`config.mk`:
```
export PLATFORM = sky130hd
export DESIGN_NAME = ifetch_ctrl
export DESIGN_NICKNAME = d
export VERILOG_FILES = /design/src/rtl/ifetch_pkg.sv /design/src/rtl/ifetch_assembler.sv /design/src/rtl/ifetch_ctrl.sv
export SDC_FILE = /design/constraint.sdc
export NUM_CORES = 1
export LEC_CHECK = 0
export CAP_MARGIN = 20
export CORE_UTILIZATION = 47
export DETAILED_ROUTE_END_ITERATION = 6
export GPL_ROUTABILITY_DRIVEN = 0
export GPL_TIMING_DRIVEN = 0
export PLACE_DENSITY = 0.79
export SLEW_MARGIN = 20
export SYNTH_ARGS = -nofsm -noshare
export SYNTH_HDL_FRONTEND = slang
export SYNTH_HIERARCHICAL = 1
export SYNTH_SLANG_ARGS = --single-unit
```
`constraint.sdc`:
```
create_clock -name clk_i -period 2.2 [get_ports clk_i]
set_input_delay 0.44 -clock clk_i [delete_from_list [all_inputs] [get_ports clk_i]]
set_output_delay 0.44 -clock clk_i [all_outputs]
set_load 0.005 [all_outputs]
```
`src/rtl/ifetch_pkg.sv`:
```
// Shared constants for the byte-wise instruction fetch sequencer: FSM encodings,
// instruction geometry and the NOP substituted for misaligned fetches.
package ifetch_pkg;

    localparam int          BYTES_PER_INSTR = 4;
    localparam logic [31:0] NOP_INSTR       = 32'h00000013;

    typedef logic [1:0] state_t;

    localparam state_t ST_IDLE  = 2'd0;
    localparam state_t ST_READ  = 2'd1;
    localparam state_t ST_LAST  = 2'd2;
    localparam state_t ST_VALID = 2'd3;

endpackage

```
`src/rtl/ifetch_assembler.sv`:
```
// Collects the low three ROM bytes into lanes, then commits them with the final byte
// (or a NOP) to the instruction register, which holds its value until the next commit.
module ifetch_assembler
    import ifetch_pkg::*;
#(
    parameter int READ_WIDTH = 8,
    parameter int DATA_WIDTH = 32
) (
    input  logic                  clk_i,
    input  logic                  rst_n_i,
    input  logic                  clear_i,
    input  logic                  cap_en_i,
    input  logic [1:0]            lane_i,
    input  logic                  load_i,
    input  logic                  load_nop_i,
    input  logic [READ_WIDTH-1:0] rdata_i,
    output logic [DATA_WIDTH-1:0] instr_o
);

    localparam int LANE_BITS = READ_WIDTH * (BYTES_PER_INSTR - 1);

    logic [LANE_BITS-1:0]  lanes_q, lanes_d;
    logic [DATA_WIDTH-1:0] instr_q, instr_d;

    always_comb begin
        lanes_d = lanes_q;
        instr_d = instr_q;
        if (clear_i) begin
            lanes_d = '0;
        end else if (cap_en_i) begin
            for (int l = 0; l < BYTES_PER_INSTR - 1; l++) begin
                if (lane_i == 2'(l)) lanes_d[l*READ_WIDTH +: READ_WIDTH] = rdata_i;
            end
        end
        // The top byte is never stored in a lane: it goes straight into the commit.
        if (load_nop_i)  instr_d = DATA_WIDTH'(NOP_INSTR);
        else if (load_i) instr_d = {rdata_i, lanes_q};
    end

    always_ff @(posedge clk_i or negedge rst_n_i) begin
        if (!rst_n_i) begin
            lanes_q <= '0;
            instr_q <= '0;
        end else begin
            lanes_q <= lanes_d;
            instr_q <= instr_d;
        end
    end

    assign instr_o = instr_q;

endmodule

```
`src/rtl/ifetch_ctrl.sv`:
```
// Fetch sequencer: four byte reads from a 1-cycle ROM per request, little-endian assembly.
// IFETCH_ALIGN_CHECK_EN adds the misalign port and returns a NOP for unaligned requests.
module ifetch_ctrl
    import ifetch_pkg::*;
#(
    parameter int ADDRESS_WIDTH  = 32,
    parameter int DATA_WIDTH     = 32,
    parameter int READ_WIDTH     = 8,
    parameter int MEM_ADDR_WIDTH = 5
) (
    input  logic                      clk_i,
    input  logic                      rst_n_i,
    input  logic                      req_valid_i,
    output logic                      req_ready_o,
    input  logic [ADDRESS_WIDTH-1:0]  req_addr_i,
    input  logic                      flush_i,
    output logic                      mem_en_o,
    output logic [MEM_ADDR_WIDTH-1:0] mem_addr_o,
    input  logic [READ_WIDTH-1:0]     mem_rdata_i,
    output logic                      instr_valid_o,
    input  logic                      instr_ready_i,
    output logic [DATA_WIDTH-1:0]     instr_o,
`ifdef IFETCH_ALIGN_CHECK_EN
    output logic                      misalign_o,
`endif
    output logic [ADDRESS_WIDTH-1:0]  instr_addr_o
);

    localparam int KW = $clog2(BYTES_PER_INSTR);

    state_t                   state_q, state_d;
    logic [KW-1:0]            k_q, k_d;
    logic [ADDRESS_WIDTH-1:0] base_q, base_d;
    logic                     accept, handshake, mis_req;

    assign req_ready_o = !flush_i && (state_q == ST_IDLE ||
                                      (state_q == ST_VALID && instr_ready_i));
    assign accept      = req_valid_i && req_ready_o;
    assign handshake   = state_q == ST_VALID && instr_ready_i;

`ifdef IFETCH_ALIGN_CHECK_EN
    logic misalign_q, misalign_d;
    assign mis_req = accept && (req_addr_i[1:0] != 2'b00);

    always_comb begin
        misalign_d = misalign_q;
        if (accept)                    misalign_d = mis_req;
        else if (handshake || flush_i) misalign_d = 1'b0;
    end

    always_ff @(posedge clk_i or negedge rst_n_i) begin
        if (!rst_n_i) misalign_q <= 1'b0;
        else          misalign_q <= misalign_d;
    end

    assign misalign_o = misalign_q;
`else
    assign mis_req = 1'b0;
`endif

    always_comb begin
        state_d = state_q;
        k_d     = k_q;
        base_d  = base_q;
        case (state_q)
            ST_READ: begin
                k_d = k_q + 1'b1;
                if (k_q == KW'(BYTES_PER_INSTR - 1)) state_d = ST_LAST;
            end
            ST_LAST:  state_d = ST_VALID;
            ST_VALID: if (handshake) state_d = ST_IDLE;
            default:  state_d = state_q;
        endcase
        if (accept) begin
            base_d  = req_addr_i;
            k_d     = '0;
            state_d = mis_req ? ST_VALID : ST_READ;
        end
        if (flush_i) begin
            state_d = ST_IDLE;
            k_d     = '0;
        end
    end

    always_ff @(posedge clk_i or negedge rst_n_i) begin
        if (!rst_n_i) begin
            state_q <= ST_IDLE;
            k_q     <= '0;
            base_q  <= '0;
        end else begin
            state_q <= state_d;
            k_q     <= k_d;
            base_q  <= base_d;
        end
    end

    // Address arithmetic stays in the ROM's width so the byte sequence wraps at the top.
    assign mem_en_o      = state_q == ST_READ;
    assign mem_addr_o    = mem_en_o ? base_q[MEM_ADDR_WIDTH-1:0] + MEM_ADDR_WIDTH'(k_q) : '0;
    assign instr_valid_o = state_q == ST_VALID;
    assign instr_addr_o  = base_q;

    // Byte issued at k arrives one cycle later, so READ at k captures lane k-1.
    ifetch_assembler #(
        .READ_WIDTH (READ_WIDTH),
        .DATA_WIDTH (DATA_WIDTH)
    ) u_asm (
        .clk_i      (clk_i),
        .rst_n_i    (rst_n_i),
        .clear_i    (flush_i || accept),
        .cap_en_i   (state_q == ST_READ && k_q != '0 && !flush_i),
        .lane_i     (2'(k_q - 1'b1)),
        .load_i     (state_q == ST_LAST && !flush_i),
        .load_nop_i (mis_req),
        .rdata_i    (mem_rdata_i),
        .instr_o    (instr_o)
    );

endmodule

```
After elaboration in Yosys (flattened, before gate mapping):

Index checks and enable logic that the tools add are counted.

* reduce and logical (&&, ||, !) cells: 22
* add/sub/neg operators: 3
* mux-type cells: 14
* equality and inequality tests: 8

Operators with widths (number)
* $mux W24: 2
* $mux W8: 3
* $mux W2: 7
* $reduce_bool A2 Y1: 5
* $eq A2 B2 Y1 const B: 4
* $ne A4 B2 Y1 const B: 2
* $logic_and A1 B1 Y1: 6
* $pmux W2 S3: 1
* $reduce_and A2 Y1: 3
* $add A5 B2 Y5: 1
* $mux W5: 1
* $reduce_bool A5 Y1: 1
* $eq A2 B1 Y1 const B: 2
* $logic_not A2 Y1: 2
* $reduce_and A3 Y1: 1
* $reduce_bool A3 Y1: 1
* $add A2 B1 Y2 const B: 1
* $logic_or A1 B1 Y1: 2
* $sub A2 B1 Y2 const B: 1
* $logic_not A1 Y1: 1

* flip-flop bits (word level): 92
* output and inout bits: 72
* input port bits: 45

Depth between registers and ports, before layout:

* word-level depth: 8
* depth in mapped cells: 8
* mapped depth without buffers: 5

Modules after synthesis:

Netlist, hierarchy kept.

Modules (own cells, without submodules)
* ifetch_assembler: cells each 192, times used 1, seq. area each 1401.3 um^2, area an instance 2383.5 um^2
* ifetch_ctrl: cells each 123, times used 1, seq. area each 900.9 um^2, area an instance 1652.8 um^2

Least setup slack after synthesis:

Ideal clock, no wire load.

* kind: register -> output
* start point: register k_q[0]
* end point: output port mem_addr_o[4]
* arrival: 1.515 ns
* path buffers: 0
* path slack: 0.245 ns
* stages on the path, launching flop included: 6
* cell sequence: dfrtp_1 > ha_1 > inv_1 > fa_1 > or3_1 > a21oi_1

* word-level cells in the longest chain between the ends: 2

RTL lines
* from (decl): RTL line ifetch_ctrl.sv:32 `logic [KW-1:0] k_q, k_d;`
* from (signal assigned): RTL line ifetch_ctrl.sv:92 `k_q <= k_d;`
* $add A5 B2 Y5: RTL line ifetch_ctrl.sv:99 `assign mem_addr_o = mem_en_o ? base_q[MEM_ADDR_WIDTH-1:0] + MEM_ADDR_WIDTH'(k_q) : '0;`
* $mux W5: RTL line ifetch_ctrl.sv:99
* to (decl): RTL line ifetch_ctrl.sv:18 `output logic [MEM_ADDR_WIDTH-1:0] mem_addr_o,`

No other way between the ends.

Worst setup path in the final report:

Ends and elaborated chain as after synthesis.

==> summary.md <==
| Metric | Value |
|---|---|
| Num CTS Buffers | `9` |
| Crit end category | `output port` |
| Min Tclk post-route | `around 2300 ps` |
| Required time of the critical path | `1760 ps` |
| PortBufs | `116` |
| F_max | `approximately 430 MHz` |
| Die height | `94.7 µm` |
| Top FF cell, synth | `dfrtp_1` |
| CTS H-tree lvls | `3` |
| Leakage | `2.47 nW` |
| Core area | `8260 µm²` |
| Placed insts | `between 500 and 600` |
| Outcome | `complete, but fails checks` |
| Ys async rst share | `100%` |
| Drt total wl | `a little over 9 mm` |
| Yosys cell types | `37` |
| Critical-path cell list | `ha_2 -> inv_2 -> fa_2 -> or3_1 -> a21oi_1 -> buf_2` |
| CP max FO | `2` |
| Antenna-violating nets left | `0` |
| Placement Setup Slack | `-569 ps` |
| Overall routing resource usage | `between 20 and 25%` |
| Post-DP Area | `roughly 5400 µm²` |
| Die area | `approximately 9000 µm²` |
| FF-to-FF setup slack | `160 ps` |
| Root Driver | `clkbuf_8` |
| Grt ovf | `0` |
| Worst hold path class | `register to register` |
| Post-DP HPWL | `~6.6 mm` |
| # nets final | `506` |
| Layout Skew | `13.7 ps` |
| Final setup viols | `2` |
| Clk buf depth | `2` |
| Post-synth EDFFs | `0` |
| Initial antenna violation count | `0` |
| Finished Cell Area | `around 5600 µm²` |
| CTS tree | `done` |
| Clock transition at path regs | `roughly 100 ps` |
| CP max-delay cell | `dfrtp_1` |
| Fillers | `around 640` |
| Final hold viol count | `0` |
| Avg Inst Size Synth | `~13 µm²` |
| Io pins | `117` |
| DRC | `0` |
| Layout Cells excl Fill | `~570` |
| Routed via count | `~2800` |
| YS warnings | `6` |
| Maximum vdd drop | `393 µV` |
| Worst path max stage delay | `between 300 and 400 ps` |
| Mapped Cells | `between 300 and 400` |
| Final hold slack | `between 500 and 600 ps` |
| Worst hold path startpoint | `u_asm/lanes_q[0]` |
| Critical register-to-register path startpoint | `state_q[0]` |
| Max_cap viols | `0` |
| Pins Over Slew Limit | `0` |
| Sequential fraction of the synthesis area | `57.0%` |
| Row count | `33` |
| N_diodes | `0` |
| Clk sinks | `between 90 and 100` |
| Critical path class | `register to output port` |
| WP buf/inv | `2` |
| Family with the most delay on the worst path | `adder cells` |
| WL/cell | `around 16 µm` |
| Crit path launch | `k_q[0]` |
| PD cells | `around 650 nW/µm²` |
| Die W | `approximately 95 µm` |
| Initial Util | `48.9%` |
| Vias in the first global route | `just over 3000` |
| #FFs+latches synth | `92` |
| Crit path launch type | `register` |
| Largest net degree at the start of global routing | `59` |
| CP arrival | `1900 ps` |
| Area grow syn2layout | `39.7%` |
| Mapped Area | `4040 µm²` |
| Final setup margin | `-138 ps` |
| Global-route wire length before repair | `15.2 mm` |
| Worst skew pair latency | `about 360 ps` |
| Vias per cell | `about 5.0` |
| DR pass1 iterations | `4` |
| First DRT Iteration DRCs | `100` |
| Final Cycle Share | `106%` |
| RSZ-0062 raised after global routing | `true` |
| Share of cells above drive strength 1 | `~20%` |
| Failing checks | `setup timing` |
-- worst reg2reg max path: stages (launching register included) --
cell and delay (ps):
dfrtp_1 380, buf_6 130, or3_4 400, a21oi_4 170, buf_6 170, or2_2 150
clkbuf_2 190, nand2b_1 210, mux2i_1 110
-- cell usage after synthesis (2+ instances only) --
cell	number	share of area (%)
inv_1	8	0.74
dfrtp_1	92	57
clkbuf_1	7	0.65
nand2b_1	32	5.0
nand4b_1	3	0.65
nor3_1	2	0.25
nor2b_1	4	0.62
o311ai_0	2	0.43
buf_2	5	0.62
a21oi_1	3	0.37
or4_1	2	0.37
ha_1	4	1.2
mux2i_1	53	13
o21ai_0	2	0.25
nor2_1	32	3.0
mux2_2	31	8.6
buf_6	5	1.4
nand2_1	3	0.28
and2_1	2	0.31
a211o_1	3	0.65
or3_1	2	0.31
buf_4	3	0.56
-- sequential cells by signal (all words and copies together), names as in the netlist --
register and flops:
instr_addr_o 32, k_q 2, u_asm/instr_o 32, state_q 2, u_asm/lanes_q 24
-- cell type report --
cell class | instances | area (µm²) | area share (%)
well taps | 105 | 131 | 2.33
clock inverters | 7 | 65.1 | 1.15
flip-flops and latches | 92 | 2300 | 40.8
clock buffers | 9 | 124 | 2.20
inverters | 8 | 30.0 | 0.533
multi-input cells | 199 | 1600 | 28.5
plain buffers | 19 | 131 | 2.33
repair buffers | 127 | 1250 | 22.2
-- per-layer routing --
metal,vias up,part of all wire (%),track usage (%)
li1,1345,-,-
met1,1415,42,27.9
met2,80,50,37.1
met3,4,7.7,7.57
met4,0,0.43,6.82
met5,-,0,0
-- metrics by stage --
stage | power [W] | TNS, ps | util [%]
floorplan | 0.00214 | 0 | -
global placement | 0.00257 | -257880 | 64.7
detailed placement | 0.00259 | -14770 | 65.1
CTS | 0.00372 | -323 | 68.1
global route | 0.00385 | -369 | 68.3
finish | 0.00367 | -181 | 68.3
-- logic make-up (layout without fill, tap and decap cells) --
logic type / after synthesis / in the layout / synth area share, %
other: 1 / 5 / 0.0929
buffers and inverters: 28 / 170 / 3.97
DFF: 92 / 92 / 57.0
adders and majority gates: 5 / 5 / 1.74
AOI/OAI and AO/OA: 14 / 14 / 2.70
muxes: 85 / 85 / 22.1
and+or+nand+nor: 89 / 89 / 12.2
xor gates and xnor gates: 1 / 1 / 0.217
-- layout by cell type, fill, tap and decap left out, types with 2 or more instances in the layout --
cell type,n
dfrtp_1,92
o21ai_0,2
o311ai_0,2
mux2_2,31
ha_1,3
nand2_1,3
a211o_1,3
and2_1,2
or3_1,2
nor2_1,32
inv_1,6
nor2b_1,4
buf_2,7
buf_4,12
dlygate4sd2_1,2
clkdlybuf4s50_1,108
inv_8,2
nand4b_1,3
clkbuf_2,3
or4_1,2
buf_6,7
mux2i_1,53
a21oi_1,2
nor3_1,2
inv_2,2
inv_6,3
clkbuf_8,9
nand2b_1,31
clkbuf_1,4
conb_1,5
-- power breakdown --
part / total (W) / internal (W) / switching [W]
combinational: 0.000698 / 0.000447 / 0.000251
clock: 0.00109 / 0.000441 / 0.000651
sequential: 0.00188 / 0.00181 / 0.0000714
total: 0.00367 / 0.00270 / 0.000973
-- final timing paths --
check / end / cells past startpoint
min reg2reg: u_asm/instr_o[0] / 1
min: u_asm/instr_o[0] / 1
max in group asynchronous: instr_addr_o[19] / 3
min in group asynchronous: u_asm/instr_o[20] / 2
max: mem_addr_o[4] / 6
max reg2reg: u_asm/lanes_q[20] / 8
-- repair_timing --
| action | CTS | global route |
|---|---|---|
| pin swaps | 7 | 4 |
| buffers inserted | 7 | 2 |
| hold buffers | 1 | 0 |
| endpoints found under the setup margin | 30 | 20 |
| endpoints found under the hold margin | 34 | 0 |
| gates resized for setup | 30 | 4 |
Power figures use the tool's default switching activity.
==> RTL edit, RTL diff (same settings) <==
`MEM_ADDR_WIDTH`: 5 -> 4.
--- a/src/rtl/ifetch_ctrl.sv
+++ b/src/rtl/ifetch_ctrl.sv
@@ -8,3 +8,3 @@
     parameter int READ_WIDTH     = 8,
-    parameter int MEM_ADDR_WIDTH = 5
+    parameter int MEM_ADDR_WIDTH = 4
 ) (
Ports: changed (resized mem_addr_o); port bits go from 117 to 116. No check against the original RTL was run, so the function may have changed too.
==> RTL edit against the original RTL <==
  * Total power down 1.5%
  * Setup slack improved by 0.18 ns
  * Register-to-register slack got worse by 0.02 ns
  * Highest routed layer unchanged
  * Design area shrank 1.1%
  * Area after synthesis decreased by 1.4%
  * Routed wire length is 5.9% lower
  * Count of clock-buffer cells in the layout rose by 2
  * Sequential cell count stayed put
==> RTL edit: results (changes against the original RTL) <==
Status: complete, no violations
Worst clock skew: 0.0128 ns (-0.000913 ns)
Non-clock buffering overhead: 0.240 (-0.00550)
Leakage: 2.43 nW (-1.7%)
CP max stage cell: fa_2
Synth Area in Compound Gates: 0.0236 (-0.00340)
Signal buffers: 140 (-4.1%)
CP arrival: 1.72 ns (-0.18 ns)
Clk tree area frac: 0.0316 (-0.00186)
Critical Path End: mem_addr_o[1]
Vias per cell: 4.95 (-1.4%)
DP Area: 5310 sq um (-1.2%)
Sequential cell area: 2310 sq um (+0.22%)
Fillers: 650 (+1.9%)
Power Density: 649 nW/um^2 (-0.38%)
Vias post-DR: 2745 (-3.5%)
Syn avg cell area: 13.0 sq um (+1.5%)
Inverters excl. clock: 6 (-2)
Flop2flop setup slack: 0.14 ns (-0.02 ns)
Post-synth cell types: 35 (-5.4%)
Fraction of area in multi-input gates: 0.287 (+0.00281)
IO buf count: 115 (-0.86%)
Largest net degree at the start of global routing: 56 (-5.1%)
Placed cells: 531 (-1.8%)
Synth Area in Adders: 0.0176 (+0.000240)
DRT iter0 DRCs: 84 (-16%)
Hold slack: 0.493 ns (-0.0126 ns)
==> RTL edit: metrics by stage <==
stage / TNS (ns) / power (mW)
5_1_grt: -0.0368 / 3.79
3_3_place_gp: -262.61 / 2.56
6_report: 0 / 3.62
3_5_place_dp: -17.00 / 2.58
4_1_cts: 0 / 3.65
2_1_floorplan: 0 / 2.14
==> RTL edit: power by group <==
group	switching (mW)	total (mW)	leakage, nW	internal [mW]
clock network	0.601	1.05	0.0897	0.445
registers	0.0754	1.89	1.19	1.81
logic	0.237	0.682	1.15	0.445
total	0.913	3.62	2.43	2.70
==> RTL edit: what timing repair did <==
action | CTS | global route
pin swaps | 2 | 2
gates resized for setup | 24 | 8
buffers inserted | 6 | 0
hold buffers | 1 | 0
cloned | 0 | 0
endpoints found under the setup margin | 30 | 16
endpoints found under the hold margin | 37 | 0
==> RTL edit: layer usage <==
metal  global-route usage  wire (um)
met5                    0          0
met4               0.0705         97
met3               0.0599        584
met2                0.363       4300
met1                0.265       3700
